[src/rtl/pipeline_pkg.sv]
// Shared pipeline types: multicycle-unit FSM state encoding and the default watchdog limit.
package pipeline_pkg;

    typedef enum logic {
        IDLE = 1'b0,
        BUSY = 1'b1
    } md_state_t;

    localparam int MDU_MAX_CYCLES_DEFAULT = 64;

endpackage

[src/rtl/md_stall_fsm.sv]
// Multicycle MUL/DIV stall controller: IDLE/BUSY FSM, BUSY-cycle counter and sticky watchdog.
module md_stall_fsm
    import pipeline_pkg::*;
#(
    parameter int MAX_CYCLES = MDU_MAX_CYCLES_DEFAULT
) (
    input  logic      clk,
    input  logic      rst_n,
    input  logic      start,
    input  logic      done,
    output md_state_t state,
    output logic      stall,
    output logic      timeout
);

    localparam int            CW   = (MAX_CYCLES > 2) ? $clog2(MAX_CYCLES) : 1;
    localparam logic [CW-1:0] LAST = CW'(MAX_CYCLES - 1);

    md_state_t     state_next;
    logic [CW-1:0] cnt;
    logic          expire;

    always_comb begin
        state_next = state;
        stall      = 1'b0;
        expire     = 1'b0;
        case (state)
            IDLE: begin
                if (start && !done) begin
                    stall      = 1'b1;
                    state_next = BUSY;
                end
            end
            BUSY: begin
                // A result arriving on the last allowed cycle still counts as success.
                if (done) begin
                    state_next = IDLE;
                end else if (cnt == LAST) begin
                    expire     = 1'b1;
                    state_next = IDLE;
                end else begin
                    stall = 1'b1;
                end
            end
            default: state_next = IDLE;
        endcase
    end

    always_ff @(posedge clk) begin
        if (!rst_n) begin
            state   <= IDLE;
            cnt     <= '0;
            timeout <= 1'b0;
        end else begin
            state <= state_next;
            if (state == BUSY && state_next == BUSY) begin
                cnt <= cnt + 1'b1;
            end else begin
                cnt <= '0;
            end
            if (expire) begin
                timeout <= 1'b1;
            end
        end
    end

endmodule

[src/rtl/hazard_unit.sv]
// Pipeline hazard unit: load-use stall, branch flush and multicycle-op stall arbitration.
// Optional HAZARD_PERF_EN adds 32-bit stall/flush cycle counters.
module hazard_unit
    import pipeline_pkg::*;
#(
    parameter int MDU_MAX_CYCLES = MDU_MAX_CYCLES_DEFAULT
) (
    input  logic        clk,
    input  logic        rst_n,
    input  logic [4:0]  Rs1D,
    input  logic [4:0]  Rs2D,
    input  logic [4:0]  RdE,
    input  logic        LoadE,
    input  logic        PCSrcE,
    input  logic        MdStartE,
    input  logic        MdDoneE,
    output logic        StallF,
    output logic        StallD,
    output logic        StallE,
    output logic        FlushD,
    output logic        FlushE,
    output logic        FlushM,
    output logic        MdBusy,
    output logic        MdTimeout,
    output logic [31:0] StallCycles,
    output logic [31:0] FlushCycles
);

    md_state_t md_state;
    logic      md_stall;
    logic      load_use;

    md_stall_fsm #(
        .MAX_CYCLES (MDU_MAX_CYCLES)
    ) u_md_fsm (
        .clk     (clk),
        .rst_n   (rst_n),
        .start   (MdStartE),
        .done    (MdDoneE),
        .state   (md_state),
        .stall   (md_stall),
        .timeout (MdTimeout)
    );

    assign MdBusy   = (md_state == BUSY);
    assign load_use = LoadE && (RdE != 5'd0) && ((RdE == Rs1D) || (RdE == Rs2D));

    // Priority: reset, then the multicycle op, then the branch flush (which already
    // squashes the load-use consumer), then the load-use bubble.
    always_comb begin
        StallF = 1'b0;
        StallD = 1'b0;
        StallE = 1'b0;
        FlushD = 1'b0;
        FlushE = 1'b0;
        FlushM = 1'b0;
        if (!rst_n) begin
            FlushD = 1'b1;
            FlushE = 1'b1;
            FlushM = 1'b1;
        end else if (MdBusy || md_stall) begin
            StallF = md_stall;
            StallD = md_stall;
            StallE = md_stall;
            FlushM = md_stall;
        end else if (PCSrcE) begin
            FlushD = 1'b1;
            FlushE = 1'b1;
        end else if (load_use) begin
            StallF = 1'b1;
            StallD = 1'b1;
            FlushE = 1'b1;
        end
    end

`ifdef HAZARD_PERF_EN
    logic [31:0] stall_cnt;
    logic [31:0] flush_cnt;

    always_ff @(posedge clk) begin
        if (!rst_n) begin
            stall_cnt <= '0;
            flush_cnt <= '0;
        end else begin
            if (StallF) begin
                stall_cnt <= stall_cnt + 32'd1;
            end
            if (FlushD || FlushE || FlushM) begin
                flush_cnt <= flush_cnt + 32'd1;
            end
        end
    end

    assign StallCycles = stall_cnt;
    assign FlushCycles = flush_cnt;
`else
    assign StallCycles = 32'd0;
    assign FlushCycles = 32'd0;
`endif

endmodule

[config.mk]
export PLATFORM = sky130hd
export DESIGN_NAME = hazard_unit
export DESIGN_NICKNAME = d
export VERILOG_FILES = /design/src/rtl/pipeline_pkg.sv /design/src/rtl/md_stall_fsm.sv /design/src/rtl/hazard_unit.sv
export SDC_FILE = /design/constraint.sdc
export NUM_CORES = 1
export LEC_CHECK = 0
export BUFFER_PORTS_ARGS = -buffer_cell sky130_fd_sc_hd__buf_2
export CORE_MARGIN = 2
export CORE_UTILIZATION = 38
export DETAILED_ROUTE_END_ITERATION = 8
export PLACE_DENSITY = 0.81
export RECOVER_POWER = 100
export SETUP_SLACK_MARGIN = 0.1
export SLEW_MARGIN = 20
export SYNTH_ARGS = -nofsm -noshare
export SYNTH_HDL_FRONTEND = slang
export SYNTH_SLANG_ARGS = --single-unit
[constraint.sdc]
create_clock -name clk -period 2.5 [get_ports clk]
set_clock_uncertainty 0.05 [all_clocks]
set_input_delay 0.375 -clock clk [delete_from_list [all_inputs] [get_ports clk]]
set_output_delay 0.375 -clock clk [all_outputs]
set_load 0.005 [all_outputs]
# Yosys cells after proc, flatten, opt, wreduce, memory -nomap -nowiden

Cells that the tools add are included.

$add $sub $neg: 1
$mul: 0
Div/mod/pow operators: 0
$lt $le $gt $ge: 0
Equal/unequal tests: 3
Shift-type cells: 0
Muxes and demuxes: 20
Bitwise operators: 1
Reduce and logical (&&, ||, !) cells: 9

Operators with widths:

| cell                  | number |
|---|---|
| $mux W1               | 19 |
| $eq A5 B5 Y1          | 2 |
| $add A6 B1 Y6 const B | 1 |
| $eq A6 B6 Y1 const B  | 1 |
| $reduce_bool A5 Y1    | 1 |
| $logic_and A1 B1 Y1   | 4 |
| $logic_or A1 B1 Y1    | 2 |
| $pmux W1 S2           | 1 |
| $reduce_and A2 Y1     | 1 |
| $logic_not A1 Y1      | 1 |
| $not A1 Y1            | 1 |

Register bits: 8
Latch bits: 0
Bits in writable memories: 0
ROM bits: 0
Input bits: 21
Output and inout port bits: 72
Logic and storage cells: 37
Memories kept: 0

# Longest topological paths before layout

Depth in word-level cells: 7
Gate-level depth with buffers: 5
Gate-level depth less buffers: 4

# Modules after synthesis

A second synthesis with hierarchy kept.

Cell total of the unflattened synthesis: 126
Area, all modules: 983.4 µm²

Modules (own cells, without submodules):

| module       | times used | cells an instance | area an instance (µm²) | sequential area each (µm²) |
|---|---|---|---|---|
| hazard_unit  | 1          | 92                | 673.1                  | 0.0 |
| md_stall_fsm | 1          | 34                | 310.3                  | 160.2 |

# Worst setup path after synthesis

OpenSTA, ideal clock, no wires.

Path type: input-to-output
Start point: input RdE[3]
End point: output StallF
Data arrival time: 1.294 ns
Required time: 2.075 ns
Slack: 0.781 ns
Stages on the path: 5
Path buffers: 1
Path through: xor2_1 nor3_2 a22oi_1 o31ai_1 buf_4

Longest elaborated chain between the ends: 7
Elaborated cells on any way between the ends: 10
Classes of those cells: eq/ne (2); mux (4); reduce/logical (4)

RTL lines:

| what                                                             | RTL line          | source |
|---|---|---|
| from (decl)                                                      | hazard_unit.sv:12 | `input logic [4:0] RdE,` |
| $eq A5 B5 Y1 / $reduce_bool A5 Y1 (equally long branches)        | hazard_unit.sv:46 | `assign load_use = LoadE && (RdE != 5'd0) && ((RdE == Rs1D) \|\| (RdE == Rs2D));` |
| $logic_or A1 B1 Y1 / $logic_and A1 B1 Y1 (equally long branches) | hazard_unit.sv:46 |  |
| $logic_and A1 B1 Y1 *                                            | hazard_unit.sv:46 |  |
| $mux W1 * (4 in series)                                          | --                |  |
| to (decl)                                                        | hazard_unit.sv:17 | `output logic StallF,` |

Every way passes the cells marked *; elsewhere a longest branch is shown, timed or not.

# Worst setup path after layout

Start point: input RdE[3]
End point: output FlushE

Longest elaborated chain between the ends: 7
Elaborated cells on any way between the ends: 10
Classes of those cells: eq/ne (2); mux (4); reduce/logical (4)

RTL lines:

| what                                                             | RTL line          | source |
|---|---|---|
| $eq A5 B5 Y1 / $reduce_bool A5 Y1 (equally long branches)        | hazard_unit.sv:46 |  |
| $logic_or A1 B1 Y1 / $logic_and A1 B1 Y1 (equally long branches) | hazard_unit.sv:46 |  |
| $logic_and A1 B1 Y1 *                                            | hazard_unit.sv:46 |  |
| $mux W1 *                                                        | hazard_unit.sv:69 | `end else if (load_use) begin` |
| $mux W1 *                                                        | hazard_unit.sv:66 | `end else if (PCSrcE) begin` |
| $mux W1 *                                                        | hazard_unit.sv:61 | `end else if (MdBusy \|\| md_stall) begin` |
| $mux W1 *                                                        | hazard_unit.sv:57 | `if (!rst_n) begin` |
| to (decl)                                                        | hazard_unit.sv:21 | `output logic FlushE,` |

Marked as above.

==> impl_metrics.csv <==
group,metric,value,unit
detailed_routing,drtIter0Drc,2,
die,start_util,0.401,
layout,synthToLayoutAreaGrowth,-5.79,%
power,p_seq_frac,0.425,
clock_network,post_cts_buffers,0,
synth,ys_ff_latch,8,
detailed_routing,wirelength,1.45,mm
worst_setup_path,worstSetupPathType,"input pin to primary output",
layout,diodes,0,
die,core_area,2480,sq um
worst_setup_path,worst_ep_required_time,2080,ps
clock_network,ctsHoldBuffers,0,
worst_setup_path,rr_endpoint,"u_md_fsm.cnt[3]$_SDFF_PN0_",
clock_network,cts_tree,"yes",
global_route,grt_antenna_before_repair,0,
sta,finalCritPeriodShare,0.783,
run_status,outcome,"finished clean",
detailed_routing,antenna_left,0,
clock_network,postCtsResizedCells,0,
hold_path,min_path_type,"input pin to flop",
power,power.total,306,uW
die,die_x,55.1,um
sta,rsz0062_at_grt,"no",
placed_design,port_buffers,28,
worst_setup_path,cp-startpoint,"RdE[3]",
synth,async_reset_ff_frac,0,
synth,ys_seq_area_frac,0.161,
clock_network,clk_pin_slew_worst_paths,50,ps
power,p_sw,94.2,uW
synth,synth.distinct_cells,26,
worst_setup_path,endpoint,"FlushE",
worst_setup_path,critPathMaxFanout,3,
power,p_comb_frac,0.262,
synth,synth_edf_count,0,
global_route,grt_remaining_overflow,0,
power,power_density,327,nW/um^2
synth,ys.flop_type,"dfxtp_1",
die,rows,18,
power,peakVddDrop,144,uV
power,swShare,0.308,
global_route,grt_max_degree,8,
global_route,grt_pass1_vias,541,
layout,fillCellCount,279,
worst_setup_path,start_kind,"input pin",
sta,tns,0,ps
synth,syn_area,993,sq um
clock_network,cts_max_path_buffers,2,
clock_network,htree_levels,1,
power,p_int,212,uW
sta,max_freq,511,MHz
power,leakagePower,0.520,nW
layout,nets,180,
power,clockPowerShare,0.313,
clock_network,clock_sinks,8,
worst_setup_path,rrSetupSlack,1310,ps
layout,ff_latch_area,160,sq um
clock_network,clkLatencyLatePin,250,ps
clock_network,cts_root_buf,"clkbuf_4",
worst_setup_path,r2r_start,"u_md_fsm.cnt[0]$_SDFF_PN0_",
detailed_routing,wl_per_cell,7.77,um
sta,slew_viol_final,0,
clock_network,cts_buffers,3,
layout,multi_input_area,563,sq um
sta,finalCriticalPeriod,1960,ps
synth,syn_inst,127,
worst_setup_path,endpoint_kind,"primary output",
sta,setup_viol,0,
sta,hold_viol_final,0,
synth,syn_avg_cell_area,7.82,sq um
job,maxCapViolations,0,
die,die_y,55.1,um
die,fp.dieArea,3040,sq um
detailed_routing,drc,0,
worst_setup_path,crit_arrival,1530,ps
detailed_routing,viasPerCell,3.60,
global_route,grt_usage,0.0935,
layout,drive_gt1_frac,0.186,
synth,yosys_warnings,0,
worst_setup_path,r2r_cells,4,
placed_design,gp_congestion,0.702,
global_route,grt_pass1_wl,1.99,mm
detailed_routing,vias,670,
die,ios,93,
placed_design,hpwl,1.35,mm
detailed_routing,detailedRoute.firstPassIterationCount,2,
==> worst min-delay path by stage <==
stage          slack [ps]                     startpoint                             to  depth (start not counted)
6_report              350                          rst_n  u_md_fsm.timeout$_SDFFE_PN0P_                          2
5_1_grt               350                          rst_n  u_md_fsm.timeout$_SDFFE_PN0P_                          2
4_1_cts               340                          rst_n  u_md_fsm.timeout$_SDFFE_PN0P_                          2
3_5_place_dp          400  u_md_fsm.timeout$_SDFFE_PN0P_  u_md_fsm.timeout$_SDFFE_PN0P_                          1
3_3_place_gp          380     u_md_fsm.cnt[0]$_SDFF_PN0_     u_md_fsm.cnt[0]$_SDFF_PN0_                          1
2_1_floorplan         370     u_md_fsm.cnt[0]$_SDFF_PN0_     u_md_fsm.cnt[0]$_SDFF_PN0_                          1
==> worst max-delay path, stage by stage <==
cell	delay [ps]
buf_2	130
xor2_1	160
nor3_2	180
a22oi_1	110
o311ai_0	380
buf_2	190
==> flip-flops by register name, indices dropped and copies added (netlist names) <==
signal / flops
u_md_fsm.timeout: 1
u_md_fsm.state: 1
u_md_fsm.cnt: 6
==> routing by layer <==
metal / global-route usage / vias to the layer above / wire length [um]
met2: 0.175 / 51 / 782
met4: 0.0610 / 0 / 0
met1: 0.0925 / 281 / 480
met5: 0 / - / 0
li1: - / 338 / -
met3: 0.0188 / 0 / 182
==> metrics by stage <==
step / instance area, sq um / hold WS, ps / std cells / utilization / setup WS (ps)
finish: 936 / 348 / 186 / 0.378 / 543
global route: 936 / 347 / 186 / 0.378 / 469
CTS: 942 / 338 / 186 / 0.380 / 600
detailed placement: 920 / 404 / 183 / 0.371 / 608
global placement: 920 / 380 / 183 / 0.371 / 611
floorplan: 1230 / 368 / 190 / - / 781
==> power groups by stage <==
stage	clock [mW]	combinational (mW)	sequential, mW
2_1_floorplan	0	0.121	0.133
3_3_place_gp	0	0.0791	0.133
3_5_place_dp	0	0.0804	0.133
4_1_cts	0.102	0.0806	0.130
5_1_grt	0.107	0.0949	0.130
6_report	0.0956	0.0802	0.130
==> final cells by class <==
class / count / area share
Tap cell: 30 / 0.0401
Timing Repair Buffer: 28 / 0.143
Sequential cell: 8 / 0.171
Multi-Input combinational cell: 112 / 0.602
Inverter: 5 / 0.0201
Clock buffer: 3 / 0.0241
==> placed cells by master, fill, tap and decap left out, drive strengths merged <==
cell    Yosys  routed
nand3       4       4
conb        1      64
nor3b       1       1
nor2b       1       1
inv         5       5
a22oi       1       1
or4         1       1
clkbuf      0       8
and3        1       1
o31ai       1       1
o311ai      1       1
o21ai       3       3
nand3b      1       1
dfxtp       8       8
xnor2       2       2
nand4       1       1
buf        65      23
o211ai      1       1
ha          1       1
xor2       12      12
o21a        1       1
nor2        9       9
a21oi       1       1
nand2       3       3
nor3        2       2
==> synthesized netlist by cell type, types with 2 or more instances <==
library cell | instances | area, sq um
buf_4 | 65 | 488
xor2_1 | 12 | 105
nor2_1 | 9 | 33.8
dfxtp_1 | 8 | 160
inv_1 | 5 | 18.8
nand3_1 | 4 | 20.0
nand2_1 | 3 | 11.3
o21ai_0 | 2 | 10.0
xnor2_1 | 2 | 17.5
==> cells by family (layout without fill, tap and decap cells) <==
kind of cell,Yosys count,after routing,share of synthesized area
other,1,64,0.00377
buffers and inverters,70,36,0.510
adder cells (fa/ha/maj),1,1,0.0126
AO/OA/AOI/OAI,9,9,0.0630
AND/OR/NAND/NOR,24,24,0.126
flip-flops,8,8,0.161
XOR/XNOR,14,14,0.123
No activity file was read; power rests on OpenSTA's default activity.
